<file path="src/rtl/riscv_ctrl_pkg.sv">
// Shared opcode constants, FSM states and datapath select encodings for the
// multi-cycle RISC-V control unit, immediate generator and ALU decoder.
package riscv_ctrl_pkg;

  localparam int unsigned OPCODE_W = 7;

  localparam logic [OPCODE_W-1:0] OP_RTYPE  = 7'b0110011;
  localparam logic [OPCODE_W-1:0] OP_LOAD   = 7'b0000011;
  localparam logic [OPCODE_W-1:0] OP_STORE  = 7'b0100011;
  localparam logic [OPCODE_W-1:0] OP_BRANCH = 7'b1100011;

  typedef enum logic [3:0] {
    S_IDLE,
    S_FETCH,
    S_DECODE,
    S_EXEC_R,
    S_EXEC_MEM,
    S_EXEC_BR,
    S_MEM_RD,
    S_MEM_WR,
    S_WB_ALU,
    S_WB_MEM,
    S_TRAP
  } state_t;

  typedef enum logic [1:0] {
    ALU_ADD   = 2'b00,
    ALU_SUB   = 2'b01,
    ALU_FUNCT = 2'b10
  } alu_op_t;

  typedef enum logic [1:0] {
    SRC_A_PC    = 2'b00,
    SRC_A_OLDPC = 2'b01,
    SRC_A_RS1   = 2'b10
  } alu_src_a_t;

  typedef enum logic [1:0] {
    SRC_B_RS2  = 2'b00,
    SRC_B_FOUR = 2'b01,
    SRC_B_IMM  = 2'b10
  } alu_src_b_t;

  typedef struct packed {
    logic       mem_req;
    logic       mem_we;
    logic       iord;
    logic       ir_write;
    logic       pc_write;
    logic       pc_src;
    alu_src_a_t alu_src_a;
    alu_src_b_t alu_src_b;
    alu_op_t    alu_op;
    logic       reg_write;
    logic       mem_to_reg;
    logic       trap;
  } ctrl_t;

endpackage

</file>
<file path="src/rtl/riscv_multicycle_ctrl_if.sv">
// Control/status bundle between the multi-cycle controller (master) and the
// datapath plus shared memory port (slave).
interface riscv_multicycle_ctrl_if #(
  parameter int unsigned CNT_W = 32
);
  logic [6:0]       opcode;
  logic             zero;
  logic             mem_ready;
  logic             mem_req;
  logic             mem_we;
  logic             iord;
  logic             ir_write;
  logic             pc_write;
  logic             pc_src;
  logic [1:0]       alu_src_a;
  logic [1:0]       alu_src_b;
  logic [1:0]       alu_op;
  logic             reg_write;
  logic             mem_to_reg;
  logic             trap;
  logic [CNT_W-1:0] retired;

  modport master (
    input  opcode, zero, mem_ready,
    output mem_req, mem_we, iord, ir_write, pc_write, pc_src,
           alu_src_a, alu_src_b, alu_op, reg_write, mem_to_reg, trap, retired
  );

  modport slave (
    output opcode, zero, mem_ready,
    input  mem_req, mem_we, iord, ir_write, pc_write, pc_src,
           alu_src_a, alu_src_b, alu_op, reg_write, mem_to_reg, trap, retired
  );
endinterface

</file>
<file path="src/rtl/riscv_ctrl_decode.sv">
// Moore output map: state (plus zero in EXEC_BR, mem_ready in FETCH) to the
// datapath selects and enables. Anything not set below stays 0.
module riscv_ctrl_decode
  import riscv_ctrl_pkg::*;
(
  input  state_t state,
  input  logic   zero,
  input  logic   mem_ready,
  output ctrl_t  ctrl_c
);

  always_comb begin
    ctrl_c = '0;
    case (state)
      S_FETCH: begin
        ctrl_c.mem_req   = 1'b1;
        ctrl_c.alu_src_a = SRC_A_PC;
        ctrl_c.alu_src_b = SRC_B_FOUR;
        ctrl_c.alu_op    = ALU_ADD;
        ctrl_c.ir_write  = mem_ready;
        ctrl_c.pc_write  = mem_ready;
      end
      // Branch target goes to ALUOut speculatively, before the opcode is known
      S_DECODE: begin
        ctrl_c.alu_src_a = SRC_A_OLDPC;
        ctrl_c.alu_src_b = SRC_B_IMM;
        ctrl_c.alu_op    = ALU_ADD;
      end
      S_EXEC_R: begin
        ctrl_c.alu_src_a = SRC_A_RS1;
        ctrl_c.alu_src_b = SRC_B_RS2;
        ctrl_c.alu_op    = ALU_FUNCT;
      end
      S_EXEC_MEM: begin
        ctrl_c.alu_src_a = SRC_A_RS1;
        ctrl_c.alu_src_b = SRC_B_IMM;
        ctrl_c.alu_op    = ALU_ADD;
      end
      S_EXEC_BR: begin
        ctrl_c.alu_src_a = SRC_A_RS1;
        ctrl_c.alu_src_b = SRC_B_RS2;
        ctrl_c.alu_op    = ALU_SUB;
        ctrl_c.pc_src    = 1'b1;
        ctrl_c.pc_write  = zero;
      end
      S_MEM_RD: begin
        ctrl_c.mem_req = 1'b1;
        ctrl_c.iord    = 1'b1;
      end
      S_MEM_WR: begin
        ctrl_c.mem_req = 1'b1;
        ctrl_c.iord    = 1'b1;
        ctrl_c.mem_we  = 1'b1;
      end
      S_WB_ALU: ctrl_c.reg_write = 1'b1;
      S_WB_MEM: begin
        ctrl_c.reg_write  = 1'b1;
        ctrl_c.mem_to_reg = 1'b1;
      end
      S_TRAP:  ctrl_c.trap = 1'b1;
      default: ctrl_c = '0;
    endcase
  end

endmodule

</file>
<file path="src/rtl/riscv_multicycle_ctrl.sv">
// Multi-cycle RISC-V control unit: state register, next-state logic and the
// retired-instruction counter; output map lives in riscv_ctrl_decode.
module riscv_multicycle_ctrl
  import riscv_ctrl_pkg::*;
#(
  parameter int unsigned CNT_W = 32
) (
  input  logic                     clk,
  input  logic                     rst_n,
  riscv_multicycle_ctrl_if.master  bus
);

  state_t           state_q;
  state_t           state_d;
  logic [CNT_W-1:0] retired_q;
  logic             retire_c;
  ctrl_t            ctrl_c;

  always_ff @(posedge clk or negedge rst_n) begin
    if (!rst_n) state_q <= S_IDLE;
    else        state_q <= state_d;
  end

  always_comb begin
    state_d = state_q;
    case (state_q)
      S_IDLE:   state_d = S_FETCH;
      S_FETCH:  if (bus.mem_ready) state_d = S_DECODE;
      S_DECODE: begin
        case (bus.opcode)
          OP_RTYPE:          state_d = S_EXEC_R;
          OP_LOAD, OP_STORE: state_d = S_EXEC_MEM;
          OP_BRANCH:         state_d = S_EXEC_BR;
          default:           state_d = S_TRAP;
        endcase
      end
      S_EXEC_R:   state_d = S_WB_ALU;
      // IR is stable here, so only LOAD/STORE can reach this state
      S_EXEC_MEM: state_d = (bus.opcode == OP_LOAD) ? S_MEM_RD : S_MEM_WR;
      S_EXEC_BR:  state_d = S_FETCH;
      S_MEM_RD:   if (bus.mem_ready) state_d = S_WB_MEM;
      S_MEM_WR:   if (bus.mem_ready) state_d = S_FETCH;
      S_WB_ALU:   state_d = S_FETCH;
      S_WB_MEM:   state_d = S_FETCH;
      S_TRAP:     state_d = S_TRAP;
      default:    state_d = S_IDLE;
    endcase
  end

  // Final cycle of every legal instruction
  assign retire_c = (state_q == S_WB_ALU) || (state_q == S_WB_MEM) ||
                    (state_q == S_EXEC_BR) ||
                    ((state_q == S_MEM_WR) && bus.mem_ready);

  always_ff @(posedge clk or negedge rst_n) begin
    if (!rst_n)        retired_q <= '0;
    else if (retire_c) retired_q <= retired_q + CNT_W'(1);
  end

  riscv_ctrl_decode u_decode (
    .state     (state_q),
    .zero      (bus.zero),
    .mem_ready (bus.mem_ready),
    .ctrl_c    (ctrl_c)
  );

  assign bus.mem_req    = ctrl_c.mem_req;
  assign bus.mem_we     = ctrl_c.mem_we;
  assign bus.iord       = ctrl_c.iord;
  assign bus.ir_write   = ctrl_c.ir_write;
  assign bus.pc_write   = ctrl_c.pc_write;
  assign bus.pc_src     = ctrl_c.pc_src;
  assign bus.alu_src_a  = ctrl_c.alu_src_a;
  assign bus.alu_src_b  = ctrl_c.alu_src_b;
  assign bus.alu_op     = ctrl_c.alu_op;
  assign bus.reg_write  = ctrl_c.reg_write;
  assign bus.mem_to_reg = ctrl_c.mem_to_reg;
  assign bus.trap       = ctrl_c.trap;
  assign bus.retired    = retired_q;

endmodule

</file>
<file path="src/flat_wrapper.sv">
// flat-port wrapper written by rule: the top's interface ports become plain ports
module riscv_multicycle_ctrl_flat import riscv_ctrl_pkg::*;
#(
  parameter int unsigned CNT_W = 32
)
  (clk, rst_n, bus_opcode, bus_zero, bus_mem_ready, bus_mem_req, bus_mem_we, bus_iord, bus_ir_write, bus_pc_write, bus_pc_src, bus_alu_src_a, bus_alu_src_b, bus_alu_op, bus_reg_write, bus_mem_to_reg, bus_trap, bus_retired);
  riscv_multicycle_ctrl_if #(.CNT_W(CNT_W)) bus_i ();
  input  logic clk;
  input  logic rst_n;
  input wire logic [$bits(bus_i.opcode)-1:0] bus_opcode;
  input wire logic [$bits(bus_i.zero)-1:0] bus_zero;
  input wire logic [$bits(bus_i.mem_ready)-1:0] bus_mem_ready;
  output wire logic [$bits(bus_i.mem_req)-1:0] bus_mem_req;
  output wire logic [$bits(bus_i.mem_we)-1:0] bus_mem_we;
  output wire logic [$bits(bus_i.iord)-1:0] bus_iord;
  output wire logic [$bits(bus_i.ir_write)-1:0] bus_ir_write;
  output wire logic [$bits(bus_i.pc_write)-1:0] bus_pc_write;
  output wire logic [$bits(bus_i.pc_src)-1:0] bus_pc_src;
  output wire logic [$bits(bus_i.alu_src_a)-1:0] bus_alu_src_a;
  output wire logic [$bits(bus_i.alu_src_b)-1:0] bus_alu_src_b;
  output wire logic [$bits(bus_i.alu_op)-1:0] bus_alu_op;
  output wire logic [$bits(bus_i.reg_write)-1:0] bus_reg_write;
  output wire logic [$bits(bus_i.mem_to_reg)-1:0] bus_mem_to_reg;
  output wire logic [$bits(bus_i.trap)-1:0] bus_trap;
  output wire logic [$bits(bus_i.retired)-1:0] bus_retired;
  assign bus_i.opcode = bus_opcode;
  assign bus_i.zero = bus_zero;
  assign bus_i.mem_ready = bus_mem_ready;
  assign bus_mem_req = bus_i.mem_req;
  assign bus_mem_we = bus_i.mem_we;
  assign bus_iord = bus_i.iord;
  assign bus_ir_write = bus_i.ir_write;
  assign bus_pc_write = bus_i.pc_write;
  assign bus_pc_src = bus_i.pc_src;
  assign bus_alu_src_a = bus_i.alu_src_a;
  assign bus_alu_src_b = bus_i.alu_src_b;
  assign bus_alu_op = bus_i.alu_op;
  assign bus_reg_write = bus_i.reg_write;
  assign bus_mem_to_reg = bus_i.mem_to_reg;
  assign bus_trap = bus_i.trap;
  assign bus_retired = bus_i.retired;
  riscv_multicycle_ctrl #(.CNT_W(CNT_W)) u_core (.clk(clk), .rst_n(rst_n), .bus(bus_i));
endmodule
</file>
<file path="config.mk">
export PLATFORM = sky130hd
export DESIGN_NAME = riscv_multicycle_ctrl_flat
export DESIGN_NICKNAME = d
export VERILOG_FILES = /design/src/rtl/riscv_ctrl_pkg.sv /design/src/rtl/riscv_multicycle_ctrl_if.sv /design/src/rtl/riscv_ctrl_decode.sv /design/src/rtl/riscv_multicycle_ctrl.sv /design/src/flat_wrapper.sv
export SDC_FILE = /design/constraint.sdc
export NUM_CORES = 1
export LEC_CHECK = 0
export ABC_AREA = 0
export CORE_ASPECT_RATIO = 0.7
export CORE_MARGIN = 4
export CORE_UTILIZATION = 47
export CTS_CLUSTER_DIAMETER = 60
export CTS_CLUSTER_SIZE = 28
export DETAILED_ROUTE_END_ITERATION = 6
export PLACE_DENSITY = 0.79
export SLEW_MARGIN = 20
export SYNTH_ARGS = -nofsm -noshare
export SYNTH_HDL_FRONTEND = slang
export SYNTH_SLANG_ARGS = --single-unit
</file>
<file path="constraint.sdc">
create_clock -name clk -period 1.9 [get_ports clk]
set_input_delay 0.38 -clock clk [delete_from_list [all_inputs] [get_ports clk]]
set_output_delay 0.38 -clock clk [all_outputs]
set_load 0.02 [all_outputs]
</file>
-- Word level (Yosys, flattened, before mapping)
Cells that the tools add are included.
- mux-type cells: 16
- equality and inequality tests: 17
- reduce and logical (&&, ||, !) cells: 11
- add/sub/neg operators: 1
- operator list (operator ; count):
    adder 32 x 1 -> 32 bit, second input constant ; 1
    case mux 4 bit (8 select lines) ; 1
    case mux 6 bit (5 select lines) ; 1
    == test 4 x 3 -> 1 bit, second input constant ; 4
    == test 7 x 6 -> 1 bit, second input constant ; 2
    == test 4 bit, second input constant ; 3
    two-way mux 4 bit ; 3
    case mux 4 bit (3 select lines) ; 1
    two-way mux 1 bit ; 9
    == test 4 x 2 -> 1 bit, second input constant ; 2
    == test 7 x 2 -> 1 bit, second input constant ; 1
    == test 7 bit, second input constant ; 1
    != test 2 bit, second input constant ; 3
    OR reduction 2 bit ; 3
    == test 4 x 1 -> 1 bit, second input constant ; 1
    zero test 4 bit ; 1
    OR reduction 4 bit ; 1
    logical OR 1 bit ; 3
    AND reduction 3 bit ; 1
    OR reduction 3 bit ; 1
    case mux 1 bit (2 select lines) ; 1
    logical AND 1 bit ; 1
- register bits: 36
- output and inout port bits: 47
- input port bits: 11
- word-level logic and storage cells: 47

-- Depth between registers and ports, before layout
Gate-level depths: netlist of run 1.
- depth after elaboration: 4
- depth in mapped cells: 7
- depth with buffers taken out: 5

-- Modules after synthesis
Synthesis of run 1 repeated with hierarchy kept, for this count alone.
- cell total of the unflattened synthesis: 205
- area, all modules: 1988.2 µm²
- modules (own cells, without submodules) (module ; area an instance (µm²) ; sequential area each (µm²) ; instances ; cells an instance):
    riscv_multicycle_ctrl ; 1836.8 ; 900.9 ; 1 ; 179
    riscv_ctrl_decode ; 151.4 ; 0.0 ; 1 ; 26

-- Worst setup path after synthesis of run 1
No wires, ideal clock.
- path kind: reg2out
- from: register u_core.state_q[0]
- to: output port bus_pc_write
- arrival: 1.809 ns
- stages on the path, launching flop included: 6
- path buffers: 1
- required time: 1.520 ns
- setup slack: -0.289 ns
- path through: dfrtp_1 -> clkbuf_1 -> nand2_1 -> nor3_1 -> and2_1 -> a21o_1
- longest elaborated chain between the ends: 2
- elaborated cells between the ends (all ways): 3
- those cells by class: eq/ne: 2; mux: 1
- RTL lines (item ; line ; source):
    start: declaration ; riscv_multicycle_ctrl.sv:13 ; state_t state_q;
    start signal: assignment ; riscv_multicycle_ctrl.sv:21 ; else state_q <= state_d;
    == test 4 x 3 -> 1 bit / == test 4 x 1 -> 1 bit (equally long branches) ; riscv_ctrl_decode.sv:14 ; case (state)
    case mux 1 bit (2 select lines) (*) ; riscv_ctrl_decode.sv:14 ;
    end: declaration ; flat_wrapper.sv:17 ; output wire logic [$bits(bus_i.pc_write)-1:0] bus_pc_write;
Mark *: on every way between the ends. The rest lies on a longest branch, timed or not.

-- Worst setup path after layout of run 1
- from: register u_core.state_q[2]
- to: register u_core.retired_q[21], in the netlist u_core.bus.retired[21]
- longest elaborated chain between the ends: 4
- elaborated cells between the ends (all ways): 8
- those cells by class: eq/ne: 4; reduce/logical: 4
- RTL lines (item ; line ; source):
    == test 4 bit ; riscv_multicycle_ctrl.sv:51 ; assign retire_c = (state_q == S_WB_ALU) || (state_q == S_WB_MEM) ||
    logical OR 1 bit (2 in series) ; riscv_multicycle_ctrl.sv:51 ;
    logical OR 1 bit (*) ; riscv_multicycle_ctrl.sv:52 ; (state_q == S_EXEC_BR) ||
    end signal: assignment ; riscv_multicycle_ctrl.sv:57 ; else if (retire_c) retired_q <= retired_q + CNT_W'(1);
    end: declaration ; riscv_multicycle_ctrl.sv:15 ; logic [CNT_W-1:0] retired_q;
Marks and branches as above.
A chain may end at the register's enable or synchronous reset.

==> flow_metrics.env, run 1 <==
export IMPL_setup_viol=0
export IMPL_grt_max_degree=37
export IMPL_grt_usage=0.204
export IMPL_syn_area_per_cell_um2=9.93
export IMPL_rsz0062_at_grt="true"
export IMPL_crit_path_frequent_cell="buf_6"
export IMPL_drv_cap=0
export IMPL_p_per_area_nw_per_um2=1090
export IMPL_max_freq_mhz=527
export IMPL_worstSkewPairLatency_ns=0.28
export IMPL_hold_viol_final=0
export IMPL_cts_hold_buf=0
export IMPL_drcViolationCount=0
export IMPL_crit_path_max_fanout=6
export IMPL_syn_nets=212
export IMPL_fin_area_um2=3030
export IMPL_grt_first_pass_wirelength_mm=8.81
export IMPL_yosysWarnings=0
export IMPL_die_y_um=62.4
export IMPL_async_flop_share=1.00
export IMPL_initial_utilization=0.497
export IMPL_tightest_slew_ns=0.451
export IMPL_cp_start_kind="flop"
export IMPL_placed_cell_area_um2=2830
export IMPL_hpwl_mm=3.94
export IMPL_setup_tns_ns=0
export IMPL_ys_ff_latch=36
export IMPL_viasPerCell=5.38
export IMPL_arrival_ns=2.07
export IMPL_ys_top_cells_by_count="dfrtp_1 (36), xnor2_1 (21), nor2_1 (17)"
export IMPL_netlist_area_um2=1990
export IMPL_cts_buffers=5
export IMPL_place_gp_congestion=0.869
export IMPL_cp_top_family="buffers and inverters"
export IMPL_synth_top_cell_area_share=0.454
export IMPL_outcome="completed"
export IMPL_synth_seq_area_share=0.454
export IMPL_synth_area_leaders="dfrtp_1 (45%), xnor2_1 (9.3%), xor2_1 (5.3%), nand3_1 (3.3%), nor2_1 (3.2%)"
export IMPL_criticalPathCategory="flop to flop"
export IMPL_finalCritPeriodShare=0.999
export IMPL_dieArea_um2=5350
export IMPL_leakage_nw=1.38
export IMPL_synth_most_common_cell="dfrtp_1"
export IMPL_drt_wl_total_mm=5.52
export IMPL_via_count=1890
export IMPL_wl_per_cell_um=15.7
export IMPL_areaGrowthSynthToFinish_pct=52.4
export IMPL_relSlewSlack=0.699
export IMPL_cts_tree="yes"
export IMPL_skew_ns=0.00426
export IMPL_post_synth_top_area_cell="dfrtp_1"
export IMPL_nFillCells=295
export IMPL_placementRows=19
export IMPL_yosys_most_used_dff="dfrtp_1"
export IMPL_slowest_delay_ns=0.46
export IMPL_cp_required_ns=2.07
export IMPL_critical_path_n_buffers_inverters=4
export IMPL_drtIter0Drc=114
export IMPL_cts_sinks=36
export IMPL_layout_drive_gt1_share=0.268
export IMPL_path_cells="buf_6 > nor3b_4 > buf_6 > o31ai_4 > buf_4 > nor3_4 > buf_6 > nand4_1 > xnor2_1"
export IMPL_die_w_um=85.7
export IMPL_synth_edf_count=0
export IMPL_first_global_vias=1793
export IMPL_cp_end_kind="flop"
export IMPL_syn_instance_count=200
export IMPL_n_antenna_cell=0
export IMPL_peakVddDrop_v=0.000924
export IMPL_port_buffers=57
export IMPL_cts_root_buf="clkbuf_8"
export IMPL_dr_pass1_iters=5
export IMPL_multi_input_area_um2=1070
export IMPL_htree_levels=2
export IMPL_nNetsFinal=311
export IMPL_final_max_slew_violation_count=0
export IMPL_min_period_ns=1.90
export IMPL_cts_buffer_depth=2
export IMPL_hold_class="flop to flop"
export IMPL_register_area_um2=906
export IMPL_ios=58
export IMPL_clk_pin_slew_worst_paths_ns=0.07
export IMPL_drtAntennaViolNets=0
export IMPL_grt_antenna_before_repair=0
export IMPL_overflow=0
export IMPL_synth_cell_type_count=47
export IMPL_coreArea_um2=3990
export IMPL_slowest_stage="dfrtp_2"
layer usage:
layer,share of wire,track usage,vias to the layer above,wire length [um]
met5,0,0,-,0
met4,0.010,0.0613,0,57
met3,0.045,0.0540,6,248
met2,0.46,0.289,61,2530
met1,0.49,0.303,918,2690
li1,-,-,905,-
final timing paths:
kind	startpoint	to	slack [ns]	cells after the start
max in group asynchronous	rst_n	u_core.state_q[2]	1.04	2
min in group asynchronous	rst_n	u_core.bus.retired[20]	0.51	2
hold reg to reg	u_core.bus.retired[28]	u_core.bus.retired[28]	0.49	1
setup / recovery	u_core.state_q[2]	u_core.bus.retired[21]	0.002	9
hold / removal	u_core.bus.retired[28]	u_core.bus.retired[28]	0.49	1
setup reg to reg	u_core.state_q[2]	u_core.bus.retired[21]	0.002	9
final cells by class:
type | instances | share of cell area
clock buffer | 6 | 0.0240
sequential | 36 | 0.299
tap | 52 | 0.0215
timing repair buffer | 100 | 0.290
clock inverter | 1 | 0.00165
inverter | 7 | 0.00868
multi-input combinational | 149 | 0.354
worst register-to-register path: stages, from the launching register on:
cell and delay (ns):
dfrtp_2 0.46, buf_6 0.16, nor3b_4 0.24, buf_6 0.15, o31ai_4 0.07, buf_4 0.15
nor3_4 0.14, buf_6 0.14, nand4_1 0.12, xnor2_1 0.15
sequential cells by signal, indices dropped and copies added, names as in the netlist:
register / cells
u_core.state_q: 4
u_core.bus.retired: 32
cell families after synthesis:
group           after synthesis  share of synthesized area
compound gates               20                     0.0737
xor+xnor                     33                      0.146
fa+ha+maj                     1                    0.00630
buf+inv                      15                     0.0365
flops                        36                      0.454
mux                           2                     0.0107
simple gates                 93                      0.273
cells in the final DEF (no fill, tap or decap), types with 2 or more instances in the layout:
master / instances
or3_1: 2
dfrtp_2: 4
and3_1: 3
clkdlybuf4s50_1: 41
o21ai_0: 4
dlygate4sd2_1: 3
nor3_1: 8
xnor2_1: 21
and2_1: 4
xor2_1: 12
dfrtp_1: 32
nor2_2: 2
nor3_2: 2
nand2b_1: 2
nand3_1: 13
buf_4: 36
clkdlybuf4s15_1: 4
buf_6: 7
nand4_1: 9
inv_1: 6
a21oi_1: 3
nand2_1: 15
and3_4: 2
clkbuf_2: 7
clkbuf_8: 5
nor2_1: 15
a31oi_1: 2
metrics by stage:
step / hold WS [ns] / utilization / setup WS [ns] / power [mW] / instances
final: 0.494 / 0.758 / 0.00164 / 3.28 / 351
after global routing: 0.509 / 0.758 / -0.0769 / 3.47 / 351
after CTS: 0.494 / 0.736 / 0.000892 / 3.15 / 345
after detailed placement: 0.485 / 0.709 / -0.336 / 2.68 / 334
after global placement: 0.481 / 0.709 / -0.269 / 2.65 / 334
after floorplan: 0.0844 / - / -0.0686 / 1.89 / 200
power by group:
part / switching (mW) / total [mW] / leakage, nW / internal, mW
clock: 0.248 / 0.497 / 0.0410 / 0.249
combinational: 0.896 / 1.76 / 0.858 / 0.863
sequential: 0.149 / 1.03 / 0.478 / 0.878
total: 1.29 / 3.28 / 1.38 / 1.99
timing repair:
action                     in CTS  in global routing
gates resized for setup        30                 34
setup buffers                   4                  6
setup endpoints to repair      32                 31
pin swaps                       2                  4
Power figures use the tool's default switching activity.
==> run 2: changes to the inputs <==
--- a/config.mk
+++ b/config.mk
@@ -12,6 +12,7 @@
 export CTS_CLUSTER_DIAMETER = 60
 export CTS_CLUSTER_SIZE = 28
 export DETAILED_ROUTE_END_ITERATION = 6
+export HOLD_SLACK_MARGIN = 0.15
 export PLACE_DENSITY = 0.79
 export SLEW_MARGIN = 20
 export SYNTH_ARGS = -nofsm -noshare
==> results of run 2 <==
Same layout as run 1: the final DEF is identical, and so are final timing and power.
==> run 3: changes to the inputs <==
--- a/config.mk
+++ b/config.mk
@@ -6,12 +6,13 @@
 export NUM_CORES = 1
 export LEC_CHECK = 0
 export ABC_AREA = 0
-export CORE_ASPECT_RATIO = 0.7
+export CAP_MARGIN = 10
 export CORE_MARGIN = 4
 export CORE_UTILIZATION = 47
 export CTS_CLUSTER_DIAMETER = 60
 export CTS_CLUSTER_SIZE = 28
 export DETAILED_ROUTE_END_ITERATION = 6
+export GPL_TIMING_DRIVEN = 0
 export HOLD_SLACK_MARGIN = 0.15
 export PLACE_DENSITY = 0.79
 export SLEW_MARGIN = 20
==> run 3 against run 2 <==
Clock skew fell by 0.00074 ns. Count of clock-buffer cells in the layout rose by 1. Setup slack improved by 0.0070 ns. Fmax rose by 0.37%. Global-route usage fell by 1.7 points. Core utilization fell by 1.6 points. Register-to-register slack barely moved. Critical path type unchanged. Largest cell class unchanged. Largest power group unchanged. Highest routed layer unchanged.
==> flow_metrics.env, run 3 (synthesis results as in run 1) <==
export IMPL_drt_wl_total_mm=4.91
export IMPL_grt_first_pass_wirelength_mm=7.69
export IMPL_coreArea_um2=4060
export IMPL_dp_cells=308
export IMPL_register_area_um2=906
export IMPL_areaGrowthSynthToFinish_pct=51.5
export IMPL_outcome="completed"
export IMPL_crit_path_frequent_cell="and3_1"
export IMPL_p_per_area_nw_per_um2=1140
export IMPL_drv_cap=0
export IMPL_reg2reg_from="u_core.state_q[0]"
export IMPL_crit_path_start="u_core.state_q[0]"
export IMPL_setup_tns_ns=0
export IMPL_drcViolationCount=0
export IMPL_min_period_ns=1.89
export IMPL_dr_pass1_iters=4
export IMPL_seqPwrFrac=0.301
export IMPL_p_switching_mw=1.37
export IMPL_crit_cells=7
export IMPL_viasPerCell=5.47
export IMPL_slowest_stage="dfrtp_1"
export IMPL_relSlewSlack=0.652
export IMPL_final_max_slew_violation_count=0
export IMPL_cp_start_kind="flop"
export IMPL_nNetsFinal=292
export IMPL_drtAntennaViolNets=0
export IMPL_cts_sinks=36
export IMPL_ff2ff_setup_slack_ns=0.009
export IMPL_stdcell_count=331
export IMPL_crit_path_max_fanout=6
export IMPL_placementRows=23
export IMPL_clk_pin_slew_worst_paths_ns=0.07
export IMPL_multi_input_area_um2=1140
export IMPL_rsz0062_at_grt="true"
export IMPL_leakage_nw=1.35
export IMPL_wl_per_cell_um=14.8
export IMPL_p_sw_frac=0.401
export IMPL_via_count=1811
export IMPL_die_y_um=73
export IMPL_worstSkewPairLatency_ns=0.29
export IMPL_final_cell_mix="clkdlybuf4s50_1 (36), dfrtp_1 (32), xnor2_1 (20), buf_4 (18), nor2_1 (16)"
export IMPL_hold_class="input pin to asynchronous set/reset pin"
export IMPL_cts_root_buf="clkbuf_8"
export IMPL_grt_antenna_before_repair=0
export IMPL_hold_viol_final=0
export IMPL_criticalPathCategory="flop to flop"
export IMPL_p_comb_frac=0.532
export IMPL_path_cells="buf_4 > and4b_4 > o311a_1 > and3_1 > buf_2 > and3_1 > xor2_1"
export IMPL_place_gp_congestion=0.768
export IMPL_n_antenna_cell=0
export IMPL_overflow=0
export IMPL_finalCritPeriodShare=0.995
export IMPL_port_buffers=57
export IMPL_layout_drive_gt1_share=0.260
export IMPL_setup_viol=0
export IMPL_drtIter0Drc=90
export IMPL_cts_buffers=5
export IMPL_slowest_delay_ns=0.44
export IMPL_reg2reg_depth=7
export IMPL_cp_end_kind="flop"
export IMPL_skew_ns=0.00352
export IMPL_ios=58
export IMPL_dp_slack_ns=-0.479
export IMPL_grt_max_degree=33
export IMPL_cts_tree="yes"
export IMPL_rr_endpoint="u_core.bus.retired[30]"
export IMPL_hold_worst_slack_ns=0.450
export IMPL_cp_top_family="simple AND/OR/NAND/NOR gates"
export IMPL_initial_utilization=0.489
export IMPL_largest_reg_flops=32
export IMPL_final_common_cell="clkdlybuf4s50_1"
export IMPL_critical_path_n_buffers_inverters=2
export IMPL_cts_buffer_depth=2
export IMPL_die_w_um=73
export IMPL_arrival_ns=2.07
export IMPL_hpwl_mm=3.30
export IMPL_first_global_vias=1701
export IMPL_tightest_slew_ns=0.518
export IMPL_grt_usage=0.187
export IMPL_nFillCells=272
export IMPL_clkPwrFrac=0.167
export IMPL_htree_levels=2
export IMPL_finalWorstSetupSlack_ns=0.00864
export IMPL_crit_path_end="u_core.bus.retired[30]"
export IMPL_power_internal_mw=2.05
export IMPL_peakVddDrop_v=0.000950
export IMPL_cp_required_ns=2.08
export IMPL_dieArea_um2=5330
export IMPL_finalPower_mw=3.43
export IMPL_max_freq_mhz=529
[run 3: changes by cell type in the layout (fill, tap and decap cells not counted), moves of 4 or more]
cell / delta
buf_2: +6
buf_4: -18
clkdlybuf4s50_1: -5
clkbuf_2: -6
buf_8: +4
buf_6: -4
[run 3: worst min-delay path by stage]
stage | startpoint | endpoint | cells after the start
3_5_place_dp | rst_n | u_core.bus.retired[22] | 1
3_3_place_gp | u_core.bus.retired[31] | u_core.bus.retired[31] | 1
4_1_cts | rst_n | u_core.bus.retired[22] | 2
5_1_grt | rst_n | u_core.bus.retired[21] | 2
6_report | rst_n | u_core.bus.retired[22] | 2
2_1_floorplan | rst_n | u_core.bus.retired[0] | 0
[run 3: repair_timing]
action / CTS / global route
hold buffers: 1 / 0
pin swaps: 1 / 10
setup endpoints to repair: 23 / 26
buffers inserted: 5 / 9
hold endpoints to repair: 36 / 0
resized for setup: 71 / 41
[run 3: cell type report]
type	instances	share of cell area
Buffer	8	0.0316
Clock buffer	7	0.0287
Clock inverter	1	0.00249
Inverter	7	0.0108
Multi-Input combinational cell	149	0.380
Sequential cell	36	0.301
Tap cell	50	0.0208
Timing Repair Buffer	73	0.224
[run 3: power by group through the flow]
stage | clock network [mW] | logic (mW) | registers (mW)
6_report | 0.572 | 1.82 | 1.03
5_1_grt | 0.625 | 1.96 | 1.05
4_1_cts | 0.590 | 1.51 | 1.01
3_5_place_dp | 0 | 1.42 | 1.02
3_3_place_gp | 0 | 1.40 | 1.01
2_1_floorplan | 0 | 0.816 | 1.07
[run 3: per-layer routing]
layer | vias to the layer above | global-route usage | share of wire
met5 | - | 0 | 0
met4 | 0 | 0.109 | 0.022
met3 | 10 | 0.0482 | 0.062
met2 | 71 | 0.287 | 0.49
met1 | 860 | 0.237 | 0.43
li1 | 870 | - | -
[run 3: metrics by stage]
| step | util | cell area [um2] |
|---|---|---|
| 3_3_place_gp | 0.648 | 2630 |
| 2_1_floorplan | - | 2000 |
| 3_5_place_dp | 0.652 | 2640 |
| 4_1_cts | 0.693 | 2810 |
| 5_1_grt | 0.742 | 3010 |
| 6_report | 0.742 | 3010 |
